File: config.mk
export PLATFORM = sky130hd
export DESIGN_NAME = uart_boot_loader
export DESIGN_NICKNAME = d
export VERILOG_FILES = /design/src/rtl/loader_pkg.sv /design/src/rtl/loader_timeout.sv /design/src/rtl/uart_boot_loader.sv
export SDC_FILE = /design/constraint.sdc
export NUM_CORES = 1
export LEC_CHECK = 0
export ABC_CLOCK_PERIOD_IN_PS = 4500
export CAP_MARGIN = 20
export CORE_AREA = 3 3 144 90
export DETAILED_ROUTE_END_ITERATION = 10
export DIE_AREA = 0 0 147 93
export PLACE_DENSITY = 0.85
export SETUP_SLACK_MARGIN = 0.3
export SLEW_MARGIN = 20
export SYNTH_ARGS = -nofsm -noshare
export SYNTH_HDL_FRONTEND = slang
export SYNTH_SLANG_ARGS = --single-unit
File: constraint.sdc
create_clock -name clk -period 4.5 [get_ports clk]
set_input_delay 0.45 -clock clk [delete_from_list [all_inputs] [get_ports clk]]
set_output_delay 0.45 -clock clk [all_outputs]
set_load 0.05 [all_outputs]
File: src/rtl/loader_pkg.sv
// loader_pkg: shared definitions for the UART boot loader.
//   LoaderState : FSM state encoding, one state per frame field plus CHECK/RESP.
//   LDR_SYNC    : frame start byte.
//   LDR_ACK     : response byte for a load whose checksum matched.
//   LDR_NAK     : response byte for a checksum mismatch or an aborted frame.
package loader_pkg;

  typedef enum logic [2:0] {
    LS_IDLE    = 3'd0,
    LS_LEN_LO  = 3'd1,
    LS_LEN_HI  = 3'd2,
    LS_ADDR_LO = 3'd3,
    LS_ADDR_HI = 3'd4,
    LS_DATA    = 3'd5,
    LS_CHECK   = 3'd6,
    LS_RESP    = 3'd7
  } LoaderState;

  localparam logic [7:0] LDR_SYNC = 8'hA5;
  localparam logic [7:0] LDR_ACK  = 8'h06;
  localparam logic [7:0] LDR_NAK  = 8'h15;

endpackage

File: src/rtl/loader_timeout.sv
// loader_timeout: inter-byte watchdog for the boot loader.
//   clk     : system clock.
//   reset   : asynchronous, active-high reset.
//   clear   : restart the count (a byte arrived).
//   enable  : count while a frame is in progress; the count is held at 0 otherwise.
//   expired : high while the count sits at TIMEOUT-1 and enable is high.
module loader_timeout #(
  parameter int TIMEOUT = 4_800_000
) (
  input  logic clk,
  input  logic reset,
  input  logic clear,
  input  logic enable,
  output logic expired
);

  localparam int CNT_W = $clog2(TIMEOUT + 1);

  logic [CNT_W-1:0] cnt;

  assign expired = enable && (cnt == CNT_W'(TIMEOUT - 1));

  always_ff @(posedge clk or posedge reset) begin
    if (reset) begin
      cnt <= '0;
    end else if (clear || !enable) begin
      cnt <= '0;
    end else if (!expired) begin
      // Saturate so a stalled abort can never wrap back to a small count.
      cnt <= cnt + CNT_W'(1);
    end
  end

endmodule

File: src/rtl/uart_boot_loader.sv
// uart_boot_loader: receives a framed firmware image over a UART byte
// interface, writes it into program RAM as 32-bit words, checks an 8-bit
// additive checksum, answers ACK/NAK and releases the CPU on success.
//
// Frame: A5, LEN_LO, LEN_HI, ADDR_LO, ADDR_HI, LEN*4 data bytes (little-endian
// words), CSUM (mod-256 sum of the data bytes only).
//
// Ports:
//   clk, reset            : clock, asynchronous active-high reset.
//   rx_data, rx_valid     : received byte and its one-cycle strobe.
//   tx_data, tx_valid     : response byte and its one-cycle strobe.
//   tx_busy               : transmitter busy; tx_valid never pulses while high.
//   ram_addr/wdata/wmask  : RAM word write port, wmask is 4'h0 or 4'hF.
//   cpu_hold              : holds the CPU in reset while high.
//   done                  : one-cycle pulse on a successful load.
//   error                 : sticky NAK flag, cleared by the next SYNC.
//
// Handshakes: rx_valid is a pure strobe with no back-pressure, so every state
// that consumes a field accepts one byte in any cycle (back-to-back included);
// bytes arriving in RESP are dropped. On the transmit side the response is
// issued in the first cycle tx_busy is sampled low, as a single tx_valid pulse.
//
// Build option: define UART_BOOT_LOADER_TIMEOUT_EN to abort a stalled frame
// with a NAK after TIMEOUT idle cycles; without it a partial frame waits
// until reset.
module uart_boot_loader
  import loader_pkg::*;
#(
  parameter int ADDR_W  = 14,
  parameter int TIMEOUT = 4_800_000
) (
  input  logic              clk,
  input  logic              reset,
  input  logic [7:0]        rx_data,
  input  logic              rx_valid,
  output logic [7:0]        tx_data,
  output logic              tx_valid,
  input  logic              tx_busy,
  output logic [ADDR_W-1:0] ram_addr,
  output logic [31:0]       ram_wdata,
  output logic [3:0]        ram_wmask,
  output logic              cpu_hold,
  output logic              done,
  output logic              error
);

  LoaderState        state;
  logic [15:0]       words_left;  // loaded from LEN, counts down per word
  logic [7:0]        addr_lo;
  logic [ADDR_W-1:0] addr_q;      // next word address to write
  logic [1:0]        byte_cnt;    // byte position within the current word
  logic [23:0]       word_sh;     // first three bytes of the word, LSB first
  logic [7:0]        csum;
  logic [7:0]        resp_q;
  logic [15:0]       addr_full;
  logic              expired;

  assign addr_full = {rx_data, addr_lo};

`ifdef UART_BOOT_LOADER_TIMEOUT_EN
  logic cnt_en;
  assign cnt_en = (state != LS_IDLE) && (state != LS_RESP);

  loader_timeout #(
    .TIMEOUT(TIMEOUT)
  ) u_timeout (
    .clk    (clk),
    .reset  (reset),
    .clear  (rx_valid),
    .enable (cnt_en),
    .expired(expired)
  );
`else
  assign expired = 1'b0;
`endif

  always_ff @(posedge clk or posedge reset) begin
    if (reset) begin
      state      <= LS_IDLE;
      words_left <= '0;
      addr_lo    <= '0;
      addr_q     <= '0;
      byte_cnt   <= '0;
      word_sh    <= '0;
      csum       <= '0;
      resp_q     <= '0;
      tx_data    <= '0;
      tx_valid   <= 1'b0;
      ram_addr   <= '0;
      ram_wdata  <= '0;
      ram_wmask  <= '0;
      cpu_hold   <= 1'b1;
      done       <= 1'b0;
      error      <= 1'b0;
    end else begin
      tx_valid  <= 1'b0;
      done      <= 1'b0;
      ram_wmask <= 4'h0;

      case (state)
        LS_IDLE: begin
          if (rx_valid && rx_data == LDR_SYNC) begin
            cpu_hold <= 1'b1;
            error    <= 1'b0;
            csum     <= '0;
            byte_cnt <= '0;
            state    <= LS_LEN_LO;
          end
        end
        LS_LEN_LO: begin
          if (rx_valid) begin
            words_left[7:0] <= rx_data;
            state           <= LS_LEN_HI;
          end
        end
        LS_LEN_HI: begin
          if (rx_valid) begin
            words_left[15:8] <= rx_data;
            state            <= LS_ADDR_LO;
          end
        end
        LS_ADDR_LO: begin
          if (rx_valid) begin
            addr_lo <= rx_data;
            state   <= LS_ADDR_HI;
          end
        end
        LS_ADDR_HI: begin
          if (rx_valid) begin
            addr_q <= addr_full[ADDR_W-1:0];
            state  <= (words_left == 16'd0) ? LS_CHECK : LS_DATA;
          end
        end
        LS_DATA: begin
          if (rx_valid) begin
            csum     <= csum + rx_data;
            byte_cnt <= byte_cnt + 2'd1;
            word_sh  <= {rx_data, word_sh[23:8]};
            if (byte_cnt == 2'd3) begin
              ram_wdata  <= {rx_data, word_sh};
              ram_addr   <= addr_q;
              ram_wmask  <= 4'hF;
              addr_q     <= addr_q + ADDR_W'(1);  // wraps silently at the top
              words_left <= words_left - 16'd1;
              if (words_left == 16'd1) state <= LS_CHECK;
            end
          end
        end
        LS_CHECK: begin
          if (rx_valid) begin
            if (rx_data == csum) begin
              resp_q <= LDR_ACK;
            end else begin
              resp_q <= LDR_NAK;
              error  <= 1'b1;
            end
            state <= LS_RESP;
          end
        end
        LS_RESP: begin
          if (!tx_busy) begin
            tx_valid <= 1'b1;
            tx_data  <= resp_q;
            if (resp_q == LDR_ACK) begin
              done     <= 1'b1;
              cpu_hold <= 1'b0;
            end
            state <= LS_IDLE;
          end
        end
        default: state <= LS_IDLE;
      endcase

      // A stalled frame is answered with NAK; a byte in the same cycle wins.
      if (expired && !rx_valid) begin
        resp_q <= LDR_NAK;
        error  <= 1'b1;
        state  <= LS_RESP;
      end
    end
  end

endmodule

Yosys cells after proc, flatten, opt, wreduce, memory -nomap -nowiden
Cells that the tools add are included. Widths: inputs -> output; s select.

Register bits: 145. Logic and storage cells: 111. Input port bits: 12. Output and inout port bits: 62.

Reductions and logical operators: 21. Eq/ne operators: 24. Bitwise gates (word level): 1. Add/subtract/negate cells: 4. Multiplexer cells: 44.

Operator list (count): $pmux 8 s2 (3); $mux 14 (3); $mux 16 (2); $mux 3 (10); $pmux 14 s2 (1); $mux 8 (3); $ne 2x2->1 const B (12); $pmux 3 s8 (1); $reduce_and 4->1 (5); $eq 16x1->1 const B (1); $logic_not 16->1 (1); $sub 16x1->16 const B (1); $add 14x1->14 const B (1); $eq 3x3->1 const B (4); $mux 4 (3); $reduce_bool 2->1 (6); $mux 1 (11); $reduce_and 10->1 (1); $add 8x8->8 (1); $eq 8x3->1 const B (1); $eq 8x8->1 (1); $eq 8x8->1 const B (1); $reduce_and 2->1 (4); $eq 3x2->1 const B (2); other kinds (11) (15).

Longest topological paths before layout
Word-level depth: 5. Gate-level depth with buffers: 9. Mapped depth without buffers: 7.

Worst setup path before layout
OpenSTA, ideal clock, no wires.

Path type: input to register. Start: in rx_data[2]. End: reg csum[7]. Cell stages on the path: 6. Required time: 4.413 ns. Library setup time: 0.087 ns. Arrival: 1.808 ns. Slack: 2.606 ns. Cell sequence: ha_1 a21oi_1 a211oi_2 nor3_1 or4b_1 o211ai_1.

Word-level cells in the longest chain between the ends: 4. Elaborated cells between the ends (all ways): 7. Those cells by class: add/sub: 1; eq/ne: 2; mux: 2; reduce/logical: 2.

Ends and longest elaborated chain: start: declaration (line uart_boot_loader.sv:34) `input logic [7:0] rx_data,`; parallel branches: the longest is 4 deep, another holds $add 8x8->8; end signal: assignment (line uart_boot_loader.sv:136) `csum <= csum + rx_data;`; end: declaration (line uart_boot_loader.sv:53) `logic [7:0] csum;`.

Parallel ways; which one is timed is not known. The select of a mux whose other input is x is not followed. A chain may end at the register's enable or synchronous reset.

Worst setup path in the final report
Start: reg state[0]. End: reg ram_wdata[22].

Word-level cells in the longest chain between the ends: 2.

Ends and longest elaborated chain: start: declaration (line uart_boot_loader.sv:47) `LoaderState state;`; start signal: assignment (line uart_boot_loader.sv:131) `state <= (words_left == 16'd0) ? LS_CHECK : LS_DATA;`; $eq 3x3->1 (line uart_boot_loader.sv:100) `case (state)`; $reduce_and 3->1 (no source line); end signal: assignment (line uart_boot_loader.sv:140) `ram_wdata <= {rx_data, word_sh};`; end: declaration (line uart_boot_loader.sv:40) `output logic [31:0] ram_wdata,`.

Every way passes these cells.

==> reports/summary.txt <==
Total gr overflow: 0
Clock slew at reported path FFs: 60 ps
CTS sink cnt: 132
Layout area overhead: 20.26%
Die W: 147 um
Number of global-route vias before repair: 4,948
Inserted Clock Buffers: 17
DRC Markers: 0
Worst reg2reg path depth: 6
Fill cell count: 899
Dpl cells: 812
Static leakage: 0.003612 uW
Final count of negative-setup-slack endpoints: 0
Clock skew: 6.358 ps
Final core occ: 65.25%
Via count: 4,984
Total Wirelength: 15.50 mm
Worst R2R End: ram_wdata[22]$_DFFE_PP0P_
WHS Endpoint: word_sh[1]$_DFFE_PP0P_
CTS tree: yes
Async SR Flop Fraction: 100.0%
Max Cap Viol: 0
Share of layout cells above drive strength 1: 14.16%
Seq. cell area: 3304 um2
HP Class: reg2reg
Die Y-Extent: 93 um
Global placement routability congestion: 0.9268
Total track usage: 23.53%
Crit path time final: 3135 ps
Worst endpoint required time: 4790 ps
EDFF count, synth: 0
DR pass1 iterations: 5
Slew Limit Headroom: 38.88%
Sequential area share after synthesis: 51.31%
Clock Tree Root: clkbuf_16
Area of the multi-input gates: 2810 um2
Setup TNS: 0 ps
Pins Over Slew Limit: 0
Final hold vios: 0
Outcome: complete, no violations
Yosys warning total: 0
Vias per cell: 5.912
Initial DRC count: 512
Most used DFF post-synth: dfrtp_1
Drt wl/cell: 18.38 um
Final ANT Viol Nets: 0
Register bit total from synthesis: 132
HPWL after detailed placement: 10.00 mm
Final-stage net count: 691
Synth cell types: 66
Tcrit/Tclk final: 69.68%
Critical Path Source Type: flip-flop
Total power: 5828 uW
Worst setup EP type: flip-flop
Core area: 11,870 um2
# resized after CTS: 0
RSZ-0062 raised after global routing: false
First-pass GRT wire length: 25.28 mm
Postcts setup bufs: 0
Initial antenna violation count: 0
Fmax: 318.9 MHz
Synthesized instance count: 610
Cell Area, Synth: 6440 um2
Hold path start: word_sh[1]$_DFFE_PP0P_
Hold Path Depth: 2
H-tree levels: 4
Diodes inserted: 0
Pwr/cell area: 752.5 nW/um2
Post-Syn Area per Cell: 10.56 um2
IO Count: 74
R2r startpoint: state[0]$_DFFE_PP0P_
Die area: 13,670 um2
Non-Filler Instances: 843
Initial Utilization: 54.26%
Clk buf depth: 2
VDD IR max: 0.0003798 V
R2R setup slack: 1360 ps
Worst path arrival time: 3420 ps
Crit path max fanout: 50
Largest net degree at the start of global routing: 87
Worst-Margin Slew: 914.5 ps
Hold_buf cts: 0
Critical path class: reg2reg
Row count: 31
Clk_lat worst skew: 410 ps
IO Port Bufs: 69
report_power, final:
| group | switching, uW | internal (uW) |
|---|---|---|
| Combinational | 1370 | 873 |
| Sequential | 457 | 1650 |
| Clock | 520 | 954 |
| Total | 2350 | 3480 |
synthesized netlist by cell type (all sizes together), types with 2 or more instances:
master	count	area [um2]
a21oi	36	183.9
o21ba	3	30.03
o22ai	4	25.02
a22o	4	36.29
o22a	9	80.08
nand2	130	495.5
dfrtp	131	3278
nor2	32	120.1
a2bb2oi	2	17.52
o21ai	33	165.2
nand3	16	92.59
nand4b	2	17.52
ha	12	150.1
clkbuf	13	88.83
xnor2	6	52.55
a41oi	2	17.52
nand3b	3	22.52
buf	26	195.2
inv	14	52.55
o211ai	2	20.02
o32ai	3	26.28
nand4	5	31.28
and3	5	31.28
nor4	5	37.53
nor3	13	87.58
mux2i	2	20.02
mux2	52	698.2
nand2b	7	43.79
nor2b	3	18.77
a22oi	4	30.03
o31a	2	17.52
a31oi	8	50.05
kinds of logic (layout without fill, tap and decap cells):
group / after synthesis / count (layout) / synth area share, %
buffers and inverters: 53 / 118 / 5.226
XOR/XNOR: 6 / 6 / 0.8160
AND/OR/NAND/NOR: 227 / 227 / 16.22
other: 1 / 4 / 0.05823
adder cells (fa/ha/maj): 13 / 13 / 2.642
flip-flops: 132 / 132 / 51.31
multiplexers: 54 / 54 / 11.15
AO/OA/AOI/OAI: 124 / 124 / 12.57
per-layer routing:
metal | wire (um) | global-route usage (%)
met1 | 6658 | 31.92
met2 | 7200 | 35.77
met3 | 1298 | 7.990
met4 | 338 | 8.062
met5 | 0 | 0
worst max-delay path: stages (launching register included):
cell	delay [ps]
dfrtp_1	800
and3b_1	240
buf_4	360
and2_1	190
buf_4	360
nand2_4	500
mux2_1	530
through the flow:
| step | area (um2) | hold WS, ps | setup WS, ps |
|---|---|---|---|
| after global placement | 7109 | 462.2 | 1604 |
| final | 7745 | 480.3 | 1365 |
| after detailed placement | 7109 | 467.4 | 1481 |
| after CTS | 7742 | 481.8 | 1420 |
| after global routing | 7745 | 495.9 | 1218 |
| after floorplan | 6451 | 445.9 | 525.6 |
registers in the layout, indices dropped and copies added (netlist names):
| name | flops |
|---|---|
| tx_valid | 1 |
| ram_wdata | 32 |
| csum | 8 |
| word_sh | 24 |
| addr_lo | 8 |
| ram_addr | 14 |
| byte_cnt | 2 |
| words_left | 16 |
| addr_q | 14 |
| state | 3 |
| done | 1 |
| resp_q | 3 |
| error | 1 |
| cpu_hold | 1 |
| ram_wmask | 1 |
| tx_data | 3 |
worst max-delay path by stage:
stage,start,depth (start not counted),to,slack (ps)
after CTS,state[0]$_DFFE_PP0P_,6,ram_wdata[22]$_DFFE_PP0P_,1420
after floorplan,reset,1,addr_lo[0]$_DFFE_PP0P_,530
after global routing,state[0]$_DFFE_PP0P_,6,ram_wdata[22]$_DFFE_PP0P_,1220
after detailed placement,state[0]$_DFFE_PP0P_,6,ram_wdata[22]$_DFFE_PP0P_,1480
after global placement,state[0]$_DFFE_PP0P_,6,ram_addr[0]$_DFFE_PP0P_,1600
final,state[0]$_DFFE_PP0P_,6,ram_wdata[22]$_DFFE_PP0P_,1360
cell usage in the layout, fill, tap and decap left out, types with 3 or more instances in the layout:
cell and count:
a21oi_1 35, a22o_1 3, a22oi_1 4, a31oi_1 8
and3_1 5, buf_4 3, bufinv_16 4, clkbuf_16 17
clkdlybuf4s50_1 69, clkinv_4 4, conb_1 4, dfrtp_1 131
ha_1 12, inv_1 13, mux2_1 6, mux2_2 16
mux2_4 30, nand2_1 129, nand2b_1 7, nand3_1 15
nand3b_1 3, nand4_1 5, nor2_1 32, nor2b_1 3
nor3_1 11, nor4_1 4, o21ai_0 33, o21ba_2 3
o22a_1 8, o22ai_1 4, o32ai_1 3, xnor2_1 6
layout make-up:
cell class,count,share of cell area [%]
clock buffer,19,5.848
clock inverter,12,2.326
inverter,14,0.7431
multi-input combinational,428,36.28
sequential,132,42.67
tap,165,2.666
timing repair buffer,73,9.467
(Power assumes the default switching activity.)
